[src/rtl/jtframe_frac_cen_pkg.sv]
// Shared types, default sizes and packed-port slicing helper for the
// multi-channel fractional clock-enable generator.
package jtframe_frac_cen_pkg;

    localparam int CH_DEF = 2;
    localparam int W_DEF  = 2;
    localparam int CW_DEF = 10;
    localparam int TW_DEF = 10;

    typedef struct packed {
        logic half;     // halfway pulse already emitted this period
        logic pend;     // pending ratio waiting to be applied
        logic catchup;  // period runs on n2 instead of n
    } ch_flags_t;

    function automatic int lo_bit(input int idx, input int width);
        return idx * width;
    endfunction

endpackage

[src/rtl/jtframe_frac_cen_if.sv]
// Bundle of per-channel ratio controls and enable outputs; master drives
// ratios and the run/load strobes, slave (the generator) returns the enables.
interface jtframe_frac_cen_if
    import jtframe_frac_cen_pkg::*;
#(
    parameter int CH = CH_DEF,
    parameter int W  = W_DEF,
    parameter int CW = CW_DEF,
    parameter int TW = TW_DEF
);
    logic               cen_in;
    logic [CH-1:0]      ch_en;
    logic [CH-1:0]      ld;
    logic [CH*CW-1:0]   n;
    logic [CH*CW-1:0]   m;
    logic [CH*CW-1:0]   n2;
    logic [CH*TW-1:0]   target;
    logic [CH*W-1:0]    cen;
    logic [CH*W-1:0]    cenb;
    logic [CH*TW-1:0]   count;
    logic [CH-1:0]      lag;

    modport master (
        output cen_in, ch_en, ld, n, m, n2, target,
        input  cen, cenb, count, lag
    );

    modport slave (
        input  cen_in, ch_en, ld, n, m, n2, target,
        output cen, cenb, count, lag
    );
endinterface

[src/rtl/jtframe_frac_cen_ch.sv]
// One fractional enable channel: registered pulses one clk after the qualifying
// cen_i cycle, no backpressure. Catch-up period selection under JTFRAME_FRAC_CEN_CATCHUP_EN.
module jtframe_frac_cen_ch
    import jtframe_frac_cen_pkg::*;
#(
    parameter int W  = W_DEF,
    parameter int CW = CW_DEF,
    parameter int TW = TW_DEF
) (
    input  logic          clk,
    input  logic          rst_n,
    input  logic          cen_i,
    input  logic          en_i,
    input  logic          ld_i,
    input  logic [CW-1:0] n_i,
    input  logic [CW-1:0] m_i,
    input  logic [CW-1:0] n2_i,
    input  logic [TW-1:0] target_i,
    output logic [W-1:0]  cen_o,
    output logic [W-1:0]  cenb_o,
    output logic [TW-1:0] count_o,
    output logic          lag_o
);
    logic [CW:0]   acc_q, acc_d;
    logic [W-1:0]  edge_q, edge_d;
    logic [TW-1:0] cnt_q, cnt_d;
    logic [CW-1:0] n_q, n_d, m_q, m_d, n2_q, n2_d;
    logic [CW-1:0] pn_q, pn_d, pm_q, pm_d, pn2_q, pn2_d;
    ch_flags_t     fl_q, fl_d;
    logic [W-1:0]  cen_q, cen_d, cenb_q, cenb_d;

    logic          idle, run, corrupt, halfway, over, apply;
    logic [CW:0]   step, nxt, nxt2;
    logic [W-1:0]  edge_inc, mask;
    logic [TW-1:0] cnt_inc;

    always_comb begin
        idle     = !en_i || (m_q == '0);
        run      = cen_i && !idle;
        step     = {1'b0, fl_q.catchup ? n2_q : n_q};
        nxt      = acc_q + step;
        nxt2     = nxt - {1'b0, m_q};
        corrupt  = acc_q >= ({1'b0, m_q} + step);
        halfway  = (nxt >= {1'b0, m_q >> 1}) && !fl_q.half;
        over     = nxt >= {1'b0, m_q};
        edge_inc = edge_q + W'(1);
        cnt_inc  = cnt_q + TW'(1);
        // A running channel only switches ratio on a period boundary
        apply    = fl_q.pend && (idle || (run && !corrupt && over));
    end

    always_comb begin
        acc_d  = acc_q;
        edge_d = edge_q;
        cnt_d  = cnt_q;
        fl_d   = fl_q;
        n_d    = n_q;
        m_d    = m_q;
        n2_d   = n2_q;
        pn_d   = pn_q;
        pm_d   = pm_q;
        pn2_d  = pn2_q;
        cen_d  = '0;
        cenb_d = '0;
        mask   = '0;

        if (run && corrupt) begin
            acc_d = '0;
        end else if (run) begin
            if (halfway) begin
                fl_d.half = 1'b1;
                cenb_d[0] = 1'b1;
            end
            if (over) begin
                acc_d     = nxt2;
                fl_d.half = 1'b0;
                edge_d    = edge_inc;
                cnt_d     = cnt_inc;
                cen_d[0]  = 1'b1;
                for (int k = 1; k < W; k++) begin
                    mask      = (W'(1) << k) - W'(1);
                    cen_d[k]  = (edge_inc & mask) == '0;
                    cenb_d[k] = (edge_inc & mask) == (W'(1) << (k - 1));
                end
`ifdef JTFRAME_FRAC_CEN_CATCHUP_EN
                fl_d.catchup = target_i != cnt_inc;
`endif
            end else begin
                acc_d = nxt;
            end
        end

        if (apply) begin
            n_d       = pn_q;
            m_d       = pm_q;
            n2_d      = pn2_q;
            fl_d.pend = 1'b0;
            if (idle) acc_d = '0;
        end
        if (ld_i) begin
            pn_d      = n_i;
            pm_d      = m_i;
            pn2_d     = n2_i;
            fl_d.pend = 1'b1;
        end
    end

`ifndef JTFRAME_FRAC_CEN_CATCHUP_EN
    logic unused_target;
    assign unused_target = ^target_i;
`endif

    always_ff @(posedge clk or negedge rst_n) begin
        if (!rst_n) begin
            acc_q  <= '0;
            edge_q <= '0;
            cnt_q  <= '0;
            fl_q   <= '0;
            n_q    <= '0;
            m_q    <= '0;
            n2_q   <= '0;
            pn_q   <= '0;
            pm_q   <= '0;
            pn2_q  <= '0;
            cen_q  <= '0;
            cenb_q <= '0;
        end else begin
            acc_q  <= acc_d;
            edge_q <= edge_d;
            cnt_q  <= cnt_d;
            fl_q   <= fl_d;
            n_q    <= n_d;
            m_q    <= m_d;
            n2_q   <= n2_d;
            pn_q   <= pn_d;
            pm_q   <= pm_d;
            pn2_q  <= pn2_d;
            cen_q  <= cen_d;
            cenb_q <= cenb_d;
        end
    end

    assign cen_o   = cen_q;
    assign cenb_o  = cenb_q;
    assign count_o = cnt_q;
    assign lag_o   = fl_q.catchup;

endmodule

[src/rtl/jtframe_frac_cen_mc.sv]
// CH independent n/m fractional enable channels packed onto one bus; 1 clk
// registered latency, no backpressure. Catch-up via JTFRAME_FRAC_CEN_CATCHUP_EN.
module jtframe_frac_cen_mc
    import jtframe_frac_cen_pkg::*;
#(
    parameter int CH = CH_DEF,
    parameter int W  = W_DEF,
    parameter int CW = CW_DEF,
    parameter int TW = TW_DEF
) (
    input  logic             clk,
    input  logic             rst_n,
    jtframe_frac_cen_if.slave bus
);
    logic [W-1:0]  cen_w   [CH];
    logic [W-1:0]  cenb_w  [CH];
    logic [TW-1:0] count_w [CH];
    logic          lag_w   [CH];

    for (genvar c = 0; c < CH; c++) begin : g_ch
        jtframe_frac_cen_ch #(
            .W  (W),
            .CW (CW),
            .TW (TW)
        ) u_ch (
            .clk      (clk),
            .rst_n    (rst_n),
            .cen_i    (bus.cen_in),
            .en_i     (bus.ch_en[c]),
            .ld_i     (bus.ld[c]),
            .n_i      (bus.n[lo_bit(c, CW) +: CW]),
            .m_i      (bus.m[lo_bit(c, CW) +: CW]),
            .n2_i     (bus.n2[lo_bit(c, CW) +: CW]),
            .target_i (bus.target[lo_bit(c, TW) +: TW]),
            .cen_o    (cen_w[c]),
            .cenb_o   (cenb_w[c]),
            .count_o  (count_w[c]),
            .lag_o    (lag_w[c])
        );
    end

    always_comb begin
        bus.cen   = '0;
        bus.cenb  = '0;
        bus.count = '0;
        bus.lag   = '0;
        for (int c = 0; c < CH; c++) begin
            bus.cen[lo_bit(c, W) +: W]     = cen_w[c];
            bus.cenb[lo_bit(c, W) +: W]    = cenb_w[c];
            bus.count[lo_bit(c, TW) +: TW] = count_w[c];
            bus.lag[c]                     = lag_w[c];
        end
    end

endmodule

[src/flat_wrapper.sv]
// flat-port wrapper written by rule: the top's interface ports become plain ports
module jtframe_frac_cen_mc_flat import jtframe_frac_cen_pkg::*;
#(
    parameter int CH = CH_DEF,
    parameter int W  = W_DEF,
    parameter int CW = CW_DEF,
    parameter int TW = TW_DEF
)
  (clk, rst_n, bus_cen_in, bus_ch_en, bus_ld, bus_n, bus_m, bus_n2, bus_target, bus_cen, bus_cenb, bus_count, bus_lag);
  jtframe_frac_cen_if #(.CH(CH), .W(W), .CW(CW), .TW(TW)) bus_i ();
  input  logic clk;
  input  logic rst_n;
  input wire logic [$bits(bus_i.cen_in)-1:0] bus_cen_in;
  input wire logic [$bits(bus_i.ch_en)-1:0] bus_ch_en;
  input wire logic [$bits(bus_i.ld)-1:0] bus_ld;
  input wire logic [$bits(bus_i.n)-1:0] bus_n;
  input wire logic [$bits(bus_i.m)-1:0] bus_m;
  input wire logic [$bits(bus_i.n2)-1:0] bus_n2;
  input wire logic [$bits(bus_i.target)-1:0] bus_target;
  output wire logic [$bits(bus_i.cen)-1:0] bus_cen;
  output wire logic [$bits(bus_i.cenb)-1:0] bus_cenb;
  output wire logic [$bits(bus_i.count)-1:0] bus_count;
  output wire logic [$bits(bus_i.lag)-1:0] bus_lag;
  assign bus_i.cen_in = bus_cen_in;
  assign bus_i.ch_en = bus_ch_en;
  assign bus_i.ld = bus_ld;
  assign bus_i.n = bus_n;
  assign bus_i.m = bus_m;
  assign bus_i.n2 = bus_n2;
  assign bus_i.target = bus_target;
  assign bus_cen = bus_i.cen;
  assign bus_cenb = bus_i.cenb;
  assign bus_count = bus_i.count;
  assign bus_lag = bus_i.lag;
  jtframe_frac_cen_mc #(.CH(CH), .W(W), .CW(CW), .TW(TW)) u_core (.clk(clk), .rst_n(rst_n), .bus(bus_i));
endmodule
[config.mk]
export PLATFORM = sky130hd
export DESIGN_NAME = jtframe_frac_cen_mc_flat
export DESIGN_NICKNAME = d
export VERILOG_FILES = /design/src/rtl/jtframe_frac_cen_pkg.sv /design/src/rtl/jtframe_frac_cen_if.sv /design/src/rtl/jtframe_frac_cen_ch.sv /design/src/rtl/jtframe_frac_cen_mc.sv /design/src/flat_wrapper.sv
export SDC_FILE = /design/constraint.sdc
export NUM_CORES = 1
export LEC_CHECK = 0
export CAP_MARGIN = 20
export CORE_MARGIN = 4
export CORE_UTILIZATION = 56
export DETAILED_ROUTE_END_ITERATION = 10
export PLACE_DENSITY_LB_ADDON = 0.05
export SYNTH_ARGS = -nofsm -noshare
export SYNTH_HDL_FRONTEND = slang
export SYNTH_SLANG_ARGS = --single-unit
[constraint.sdc]
create_clock -name clk -period 4.9 [get_ports clk]
set_clock_uncertainty 0.15 [all_clocks]
set_input_delay 1.225 -clock clk [delete_from_list [all_inputs] [get_ports clk]]
set_output_delay 1.225 -clock clk [all_outputs]
set_load 0.02 [all_outputs]
==> impl_metrics.py, run 1 <==
metrics = {
    "outcome": {
        "status": "finished, final reports clean",
    },
    "timing": {
        "setup_viol": 0,
        "worst_hold_slack_ns": 0.273,
        "layout_setup_ws_ns": 0.226,
        "drv_slew": 0,
        "tightest_slew_ns": 1.02,
        "max_freq_mhz": 214,
        "max_slew_margin_pct": 31.9,
        "hold_violations": 0,
        "post-route-period-util_pct": 95.4,
        "fin_crit_ns": 4.67,
    },
    "layout": {
        "num-nets-final": 1138,
        "final_cell_mix": "136 x dfrtp_1, 102 x ha_1, 80 x mux2_2",
        "antennaDiodeCount": 0,
        "syn_to_final_growth_pct": 19.0,
        "layout-drive-gt1-share_pct": 15.6,
        "final_util_pct": 68.5,
        "final_common_cell": "dfrtp_1",
    },
    "synthesis": {
        "synth.distinct_cells": 58,
        "syn_avg_cell_area_um2": 10.4,
        "yosysTopAreaCellShare_pct": 38.6,
        "yosys.area.top_type": "dfrtp_1",
        "ys_warn_count": 0,
        "ys_top_cells_by_area": "dfrtp_1 39%, ha_1 14%, mux2_2 10%",
        "synth-seq-cells": 136,
        "synth-seq-area-share_pct": 38.6,
        "syn_inst": 851,
        "async_flop_share_pct": 100,
        "synth_edf_count": 0,
        "netlist_area_um2": 8810,
        "ys.flop_type": "dfrtp_1",
    },
    "die": {
        "initial_core_util_pct": 57.5,
        "fp.dieW_um": 133,
        "ios": 117,
        "die_area_um2": 17800,
        "die_h_um": 133,
        "rows": 45,
        "core_um2": 15300,
    },
    "worst_setup_path": {
        "crit_slowest_cell": "or4_1",
        "worstPathMaxFanout": 20,
        "crit_family": "simple AND/OR/NAND/NOR gates",
        "cp_data_required_time_ns": 5.05,
        "critPathKind": "reg2reg",
        "startpoint_type": "register",
        "crit_arrival_ns": 4.82,
        "crit_path_cell_trace": "ha_1 > inv_1 > fa_1 > nand2b_1 > a21oi_1 > nand2b_1 > xor2_1 > ha_1 > or4_1 > o21a_1 > a41oi_1 > nor4b_4 > nor2_1 > o21ai_1 > buf_6 > mux2_2",
        "path_buf_inv": 2,
        "crit_path_max_incr_delay_ns": 0.52,
        "end_kind": "register",
    },
    "cts": {
        "cts_buffers": 17,
        "htreeDepth": 4,
        "clockRootBuffer": "clkbuf_16",
        "clkTransAtPathRegs_ns": 0.06,
        "cts_buffer_depth": 2,
        "clock_latency_ns": 0.42,
        "clkSinkCount": 136,
        "cts_tree": "yes",
    },
    "detailed_routing": {
        "viasPerCell": 5.77,
        "drtIter0Drc": 347,
        "drcViolationCount": 0,
        "wl_per_cell_um": 16.7,
        "ant_nets": 0,
        "firstDrtPassIters": 5,
        "num_vias": 6734,
        "routed_wl_um": 19500,
    },
    "global_routing": {
        "grt_pass1_wl_um": 32500,
        "grt_max_degree": 92,
        "gr-usage-met1_pct": 32.9,
        "use_met2_pct": 34.9,
        "grt_pass1_vias": 6629,
        "grt_busiest_layer": "met2",
        "antenna_found_initial": 0,
        "track_usage_pct": 22.5,
        "use_met3_pct": 4.83,
        "overflow": 0,
    },
    "place": {
        "port_buffers": 74,
        "gp_congestion": 0.865,
        "hpwlAfterDp_um": 15100,
        "place_ws_ns": 0.167,
    },
    "hold_path": {
        "hold_path_class": "reg2reg",
    },
    "flow_run": {
        "maxCapViolations": 0,
    },
}
==> final timing paths <==
kind	start	to	slack (ns)	cells past startpoint
worst max-delay path	u_core.g_ch[0].u_ch.n_q[0]$_DFFE_PN0P_	u_core.g_ch[0].u_ch.n_q[7]$_DFFE_PN0P_	0.23	16
worst min-delay path	u_core.g_ch[1].u_ch.fl_q[2]$_DFFE_PN0P_	u_core.g_ch[1].u_ch.cenb_o[0]$_DFF_PN0_	0.27	1
worst max register to register	u_core.g_ch[0].u_ch.n_q[0]$_DFFE_PN0P_	u_core.g_ch[0].u_ch.n_q[7]$_DFFE_PN0P_	0.23	16
worst min register to register	u_core.g_ch[1].u_ch.fl_q[2]$_DFFE_PN0P_	u_core.g_ch[1].u_ch.cenb_o[0]$_DFF_PN0_	0.27	1
max in group asynchronous	rst_n	u_core.g_ch[1].u_ch.acc_q[10]$_DFF_PN0_	2.98	2
min in group asynchronous	rst_n	u_core.g_ch[0].u_ch.acc_q[3]$_DFF_PN0_	0.72	1
==> through the flow <==
step                std cells  setup TNS, ns  instance area (um^2)
floorplan                 852              0                  8810
global placement         1135              0                  9860
detailed placement       1135              0                  9860
CTS                      1167              0                 10400
global route             1167         -0.247                 10500
finish                   1167              0                 10500
==> per-layer routing <==
metal,share of wire [%],routed length (um),vias to the layer above
met4,1.0,195,0
li1,-,-,3278
met2,44,8580,181
met1,50,9770,3257
met3,5.0,978,18
met5,0,0,-
==> layout make-up <==
| cell class | count | area (um^2) |
|---|---|---|
| Clock buffer | 18 | 429 |
| Timing Repair Buffer | 91 | 890 |
| Clock inverter | 14 | 140 |
| Tap cell | 211 | 264 |
| Sequential cell | 136 | 3400 |
| Multi-Input combinational cell | 654 | 5200 |
| Fill cell | 1159 | 4830 |
| Inverter | 43 | 161 |
==> sequential cells by signal (all words and copies together), names as in the netlist, 4 cells and up <==
register,count
u_core.g_ch.u_ch.acc_q,22
u_core.g_ch.u_ch.cen_o,4
u_core.g_ch.u_ch.cenb_o,4
u_core.g_ch.u_ch.count_o,20
u_core.g_ch.u_ch.fl_q,4
u_core.g_ch.u_ch.m_q,20
u_core.g_ch.u_ch.n_q,20
u_core.g_ch.u_ch.pm_q,20
u_core.g_ch.u_ch.pn_q,20
==> timing repair <==
action	4_1_cts	5_1_grt
setup buffers	0	0
hold buffers	0	0
resized for setup	0	10
setup endpoints to repair	0	52
==> logic make-up (layout without fill, tap and decap cells) <==
family	after synthesis	in the layout	share of synthesized area (%)
multiplexers	86	86	11.0
AND/OR/NAND/NOR	210	210	11.9
other	1	2	0.0426
XOR/XNOR	61	61	6.06
AO/OA/AOI/OAI	187	187	13.6
flip-flops	136	136	38.6
adder cells (fa/ha/maj)	108	108	15.8
buffers and inverters	62	166	2.93
==> cell usage after synthesis, types with 12 or more instances <==
cell type and number:
dfrtp_1 136, ha_1 102, mux2_2 80, a21oi_1 58
nor2_1 55, nand2_1 47, inv_1 43, o21ai_0 34
xor2_1 31, xnor2_1 30, a21o_1 27, nand3_1 19
nand2b_1 17, nor3_1 16, a211oi_1 12
==> worst register-to-register path, delay by kind of cell (launching register included) <==
| family | cells | cell delay (ns) |
|---|---|---|
| flops | 1 | 0.42 |
| simple gates | 5 | 1.32 |
| fa+ha+maj | 3 | 0.86 |
| xor+xnor | 1 | 0.14 |
| compound gates | 4 | 0.96 |
| mux | 1 | 0.38 |
| buf+inv | 2 | 0.30 |
Power of run 1 is left out: the tool's default activity adds up to more than one toggle a clock period on the data nets, which glitch-free logic cannot reach.
==> run 2: changes to the inputs <==
--- a/config.mk
+++ b/config.mk
@@ -5,9 +5,10 @@
 export SDC_FILE = /design/constraint.sdc
 export NUM_CORES = 1
 export LEC_CHECK = 0
+export ABC_AREA = 1
 export CAP_MARGIN = 20
 export CORE_MARGIN = 4
-export CORE_UTILIZATION = 56
+export CORE_UTILIZATION = 57
 export DETAILED_ROUTE_END_ITERATION = 10
 export PLACE_DENSITY_LB_ADDON = 0.05
 export SYNTH_ARGS = -nofsm -noshare
==> run 2 against run 1 <==
  * Register-to-register slack improved by 0.22 ns
  * Synthesized cell count is 51% higher
  * Cell count up 36%
  * Setup slack better by 0.22 ns
  * Critical path depth increased by 2
==> impl_metrics.py, run 2 <==
metrics = {
    "outcome": {
        "status": "finished, final reports clean",
    },
    "layout": {
        "antennaDiodeCount": 0,
        "num-nets-final": 1551,
        "fin_cells": 1587,
        "final_common_cell": "nand2_1",
        "layout-drive-gt1-share_pct": 5.78,
        "multiInputGateArea_um2": 5600,
        "n_fill_cell": 1481,
        "final_cell_mix": "410 x nand2_1, 148 x inv_1, 136 x dfrtp_1",
        "largest_register_ffs": 22,
        "seq_area_um2": 3400,
        "final_util_pct": 67.5,
        "stdcell_area_um2": 11200,
        "regMostFlops": "u_core.g_ch.u_ch.acc_q",
        "syn_to_final_growth_pct": 15.6,
    },
    "worst_setup_path": {
        "critPathKind": "reg2reg",
        "crit_arrival_ns": 4.61,
        "worstPathMaxFanout": 20,
        "cp_data_required_time_ns": 5.06,
        "startpoint_type": "register",
        "end_kind": "register",
    },
    "cts": {
        "cts_buffers": 17,
        "post_cts_buffers": 0,
        "cts_buffer_depth": 2,
        "clockRootBuffer": "clkbuf_16",
        "htreeDepth": 4,
        "cts_tree": "yes",
        "ctsResizeCount": 0,
        "clkSinkCount": 136,
        "clkTransAtPathRegs_ns": 0.06,
        "clock_latency_ns": 0.42,
        "hold_buffers": 0,
    },
    "place": {
        "port_buffers": 74,
        "gp_congestion": 0.946,
        "hpwlAfterDp_um": 17400,
        "place_area_um2": 10700,
        "dp.cells": 1557,
    },
    "synthesis": {
        "syn_avg_cell_area_um2": 7.58,
        "synth_top_family_by_area": "simple AND/OR/NAND/NOR gates",
        "yosysTopAreaCellShare_pct": 35.0,
        "ys.flop_type": "dfrtp_1",
        "async_flop_share_pct": 100,
        "synthAdderAreaFrac_pct": 14.4,
        "netlist_area_um2": 9720,
        "ys_warn_count": 0,
        "synthTopCellsByCount": "410 x nand2_1, 148 x inv_1, 136 x dfrtp_1, 102 x ha_1, 94 x nand3_1",
        "muxShareOfSynthArea_pct": 2.32,
        "synth-seq-cells": 136,
        "synth-simple-area-share_pct": 28.1,
        "synth-seq-area-share_pct": 35.0,
        "ys_top_cells_by_area": "dfrtp_1 35%, nand2_1 16%, ha_1 13%",
        "yosys.area_share.xor_xnor_pct": 4.60,
        "synth.distinct_cells": 40,
        "syn_inst": 1282,
        "yosys.area.top_type": "dfrtp_1",
        "synth_edf_count": 0,
        "synth_compound_area_share_pct": 8.14,
        "synth_most_common_cell": "nand2_1",
    },
    "timing": {
        "setup_viol": 0,
        "rsz0062_at_grt": "false",
        "max_freq_mhz": 224,
        "fin_crit_ns": 4.46,
        "setup-tns-final_ns": 0,
        "hold_violations": 0,
        "tightest_slew_ns": 0.924,
        "max_slew_margin_pct": 38.2,
        "drv_slew": 0,
        "post-route-period-util_pct": 91.0,
    },
    "detailed_routing": {
        "num_vias": 8421,
        "ant_nets": 0,
        "routed_wl_um": 22900,
        "drtIter0Drc": 553,
        "viasPerCell": 5.31,
        "wl_per_cell_um": 14.5,
        "drcViolationCount": 0,
        "firstDrtPassIters": 5,
    },
    "die": {
        "ios": 117,
        "die_area_um2": 19200,
        "fp.dieW_um": 139,
        "core_um2": 16600,
        "rows": 47,
        "initial_core_util_pct": 58.4,
        "die_h_um": 139,
    },
    "global_routing": {
        "overflow": 0,
        "track_usage_pct": 24.6,
        "use_met2_pct": 36.5,
        "grt_pass1_wl_um": 39300,
        "grt_pass1_vias": 8212,
        "grt_busiest_layer": "met2",
        "gr-usage-met1_pct": 36.4,
        "antenna_found_initial": 0,
        "grt_max_degree": 80,
        "use_met3_pct": 6.17,
    },
    "hold_path": {
        "hold_path_class": "reg2reg",
    },
    "flow_run": {
        "maxCapViolations": 0,
    },
}
run 2: stage by stage:
step	setup slack (ns)	hold slack [ns]
2_1_floorplan	1.41	0.253
3_3_place_gp	0.591	0.260
3_5_place_dp	0.544	0.271
4_1_cts	0.453	0.276
5_1_grt	0.0330	0.304
6_report	0.443	0.272
run 2: path summary, 6_finish.rpt:
| kind | end | start | depth (start not counted) | slack [ns] |
|---|---|---|---|---|
| max in group asynchronous | u_core.g_ch[1].u_ch.fl_q[2]$_DFFE_PN0P_ | rst_n | 2 | 3.02 |
| min in group asynchronous | u_core.g_ch[0].u_ch.count_o[2]$_DFFE_PN0P_ | rst_n | 1 | 0.69 |
| min | u_core.g_ch[0].u_ch.cenb_o[1]$_DFF_PN0_ | u_core.g_ch[0].u_ch.edge_q[0]$_DFFE_PN0P_ | 1 | 0.27 |
| max | u_core.g_ch[0].u_ch.m_q[8]$_DFFE_PN0P_ | u_core.g_ch[0].u_ch.m_q[0]$_DFFE_PN0P_ | 18 | 0.44 |
| min reg2reg | u_core.g_ch[0].u_ch.cenb_o[1]$_DFF_PN0_ | u_core.g_ch[0].u_ch.edge_q[0]$_DFFE_PN0P_ | 1 | 0.27 |
| max reg2reg | u_core.g_ch[0].u_ch.m_q[8]$_DFFE_PN0P_ | u_core.g_ch[0].u_ch.m_q[0]$_DFFE_PN0P_ | 18 | 0.44 |
run 2: layout make-up:
class	count	area share, %
flip-flops and latches	136	30.3
inverters	149	4.98
clock inverters	12	1.36
repair buffers	84	7.27
clock buffers	18	3.82
multi-input cells	968	49.8
well taps	220	2.45
run 2: per-layer routing:
| metal | vias to the layer above | share of wire [%] |
|---|---|---|
| met5 | - | 0 |
| met4 | 0 | 1.2 |
| li1 | 4318 | - |
| met3 | 26 | 6.5 |
| met1 | 3884 | 49 |
| met2 | 193 | 43 |
run 2: critical path, stage by stage, from the launching register on:
cell and delay (ns):
dfrtp_1 0.45, ha_1 0.27, inv_1 0.08, fa_1 0.45, nor4_1 0.30, nor2_1 0.11, o21ai_0 0.26, a21o_1 0.16
a21oi_1 0.07, ha_1 0.30, a21oi_1 0.15, o21a_1 0.16, nand4_1 0.10, nand2_1 0.35, nand3_2 0.20, nand2_1 0.13
nand2_1 0.38, nand2_1 0.20, nand2_1 0.07
run 2: logic make-up (layout without fill, tap and decap cells):
family / Yosys count / after routing
other cells: 1 / 2
fa+ha+maj: 108 / 108
buf+inv: 179 / 263
xor+xnor: 51 / 51
simple gates: 646 / 646
mux: 20 / 20
compound gates: 141 / 141
flops: 136 / 136
Power of run 2 is left out for the same reason.
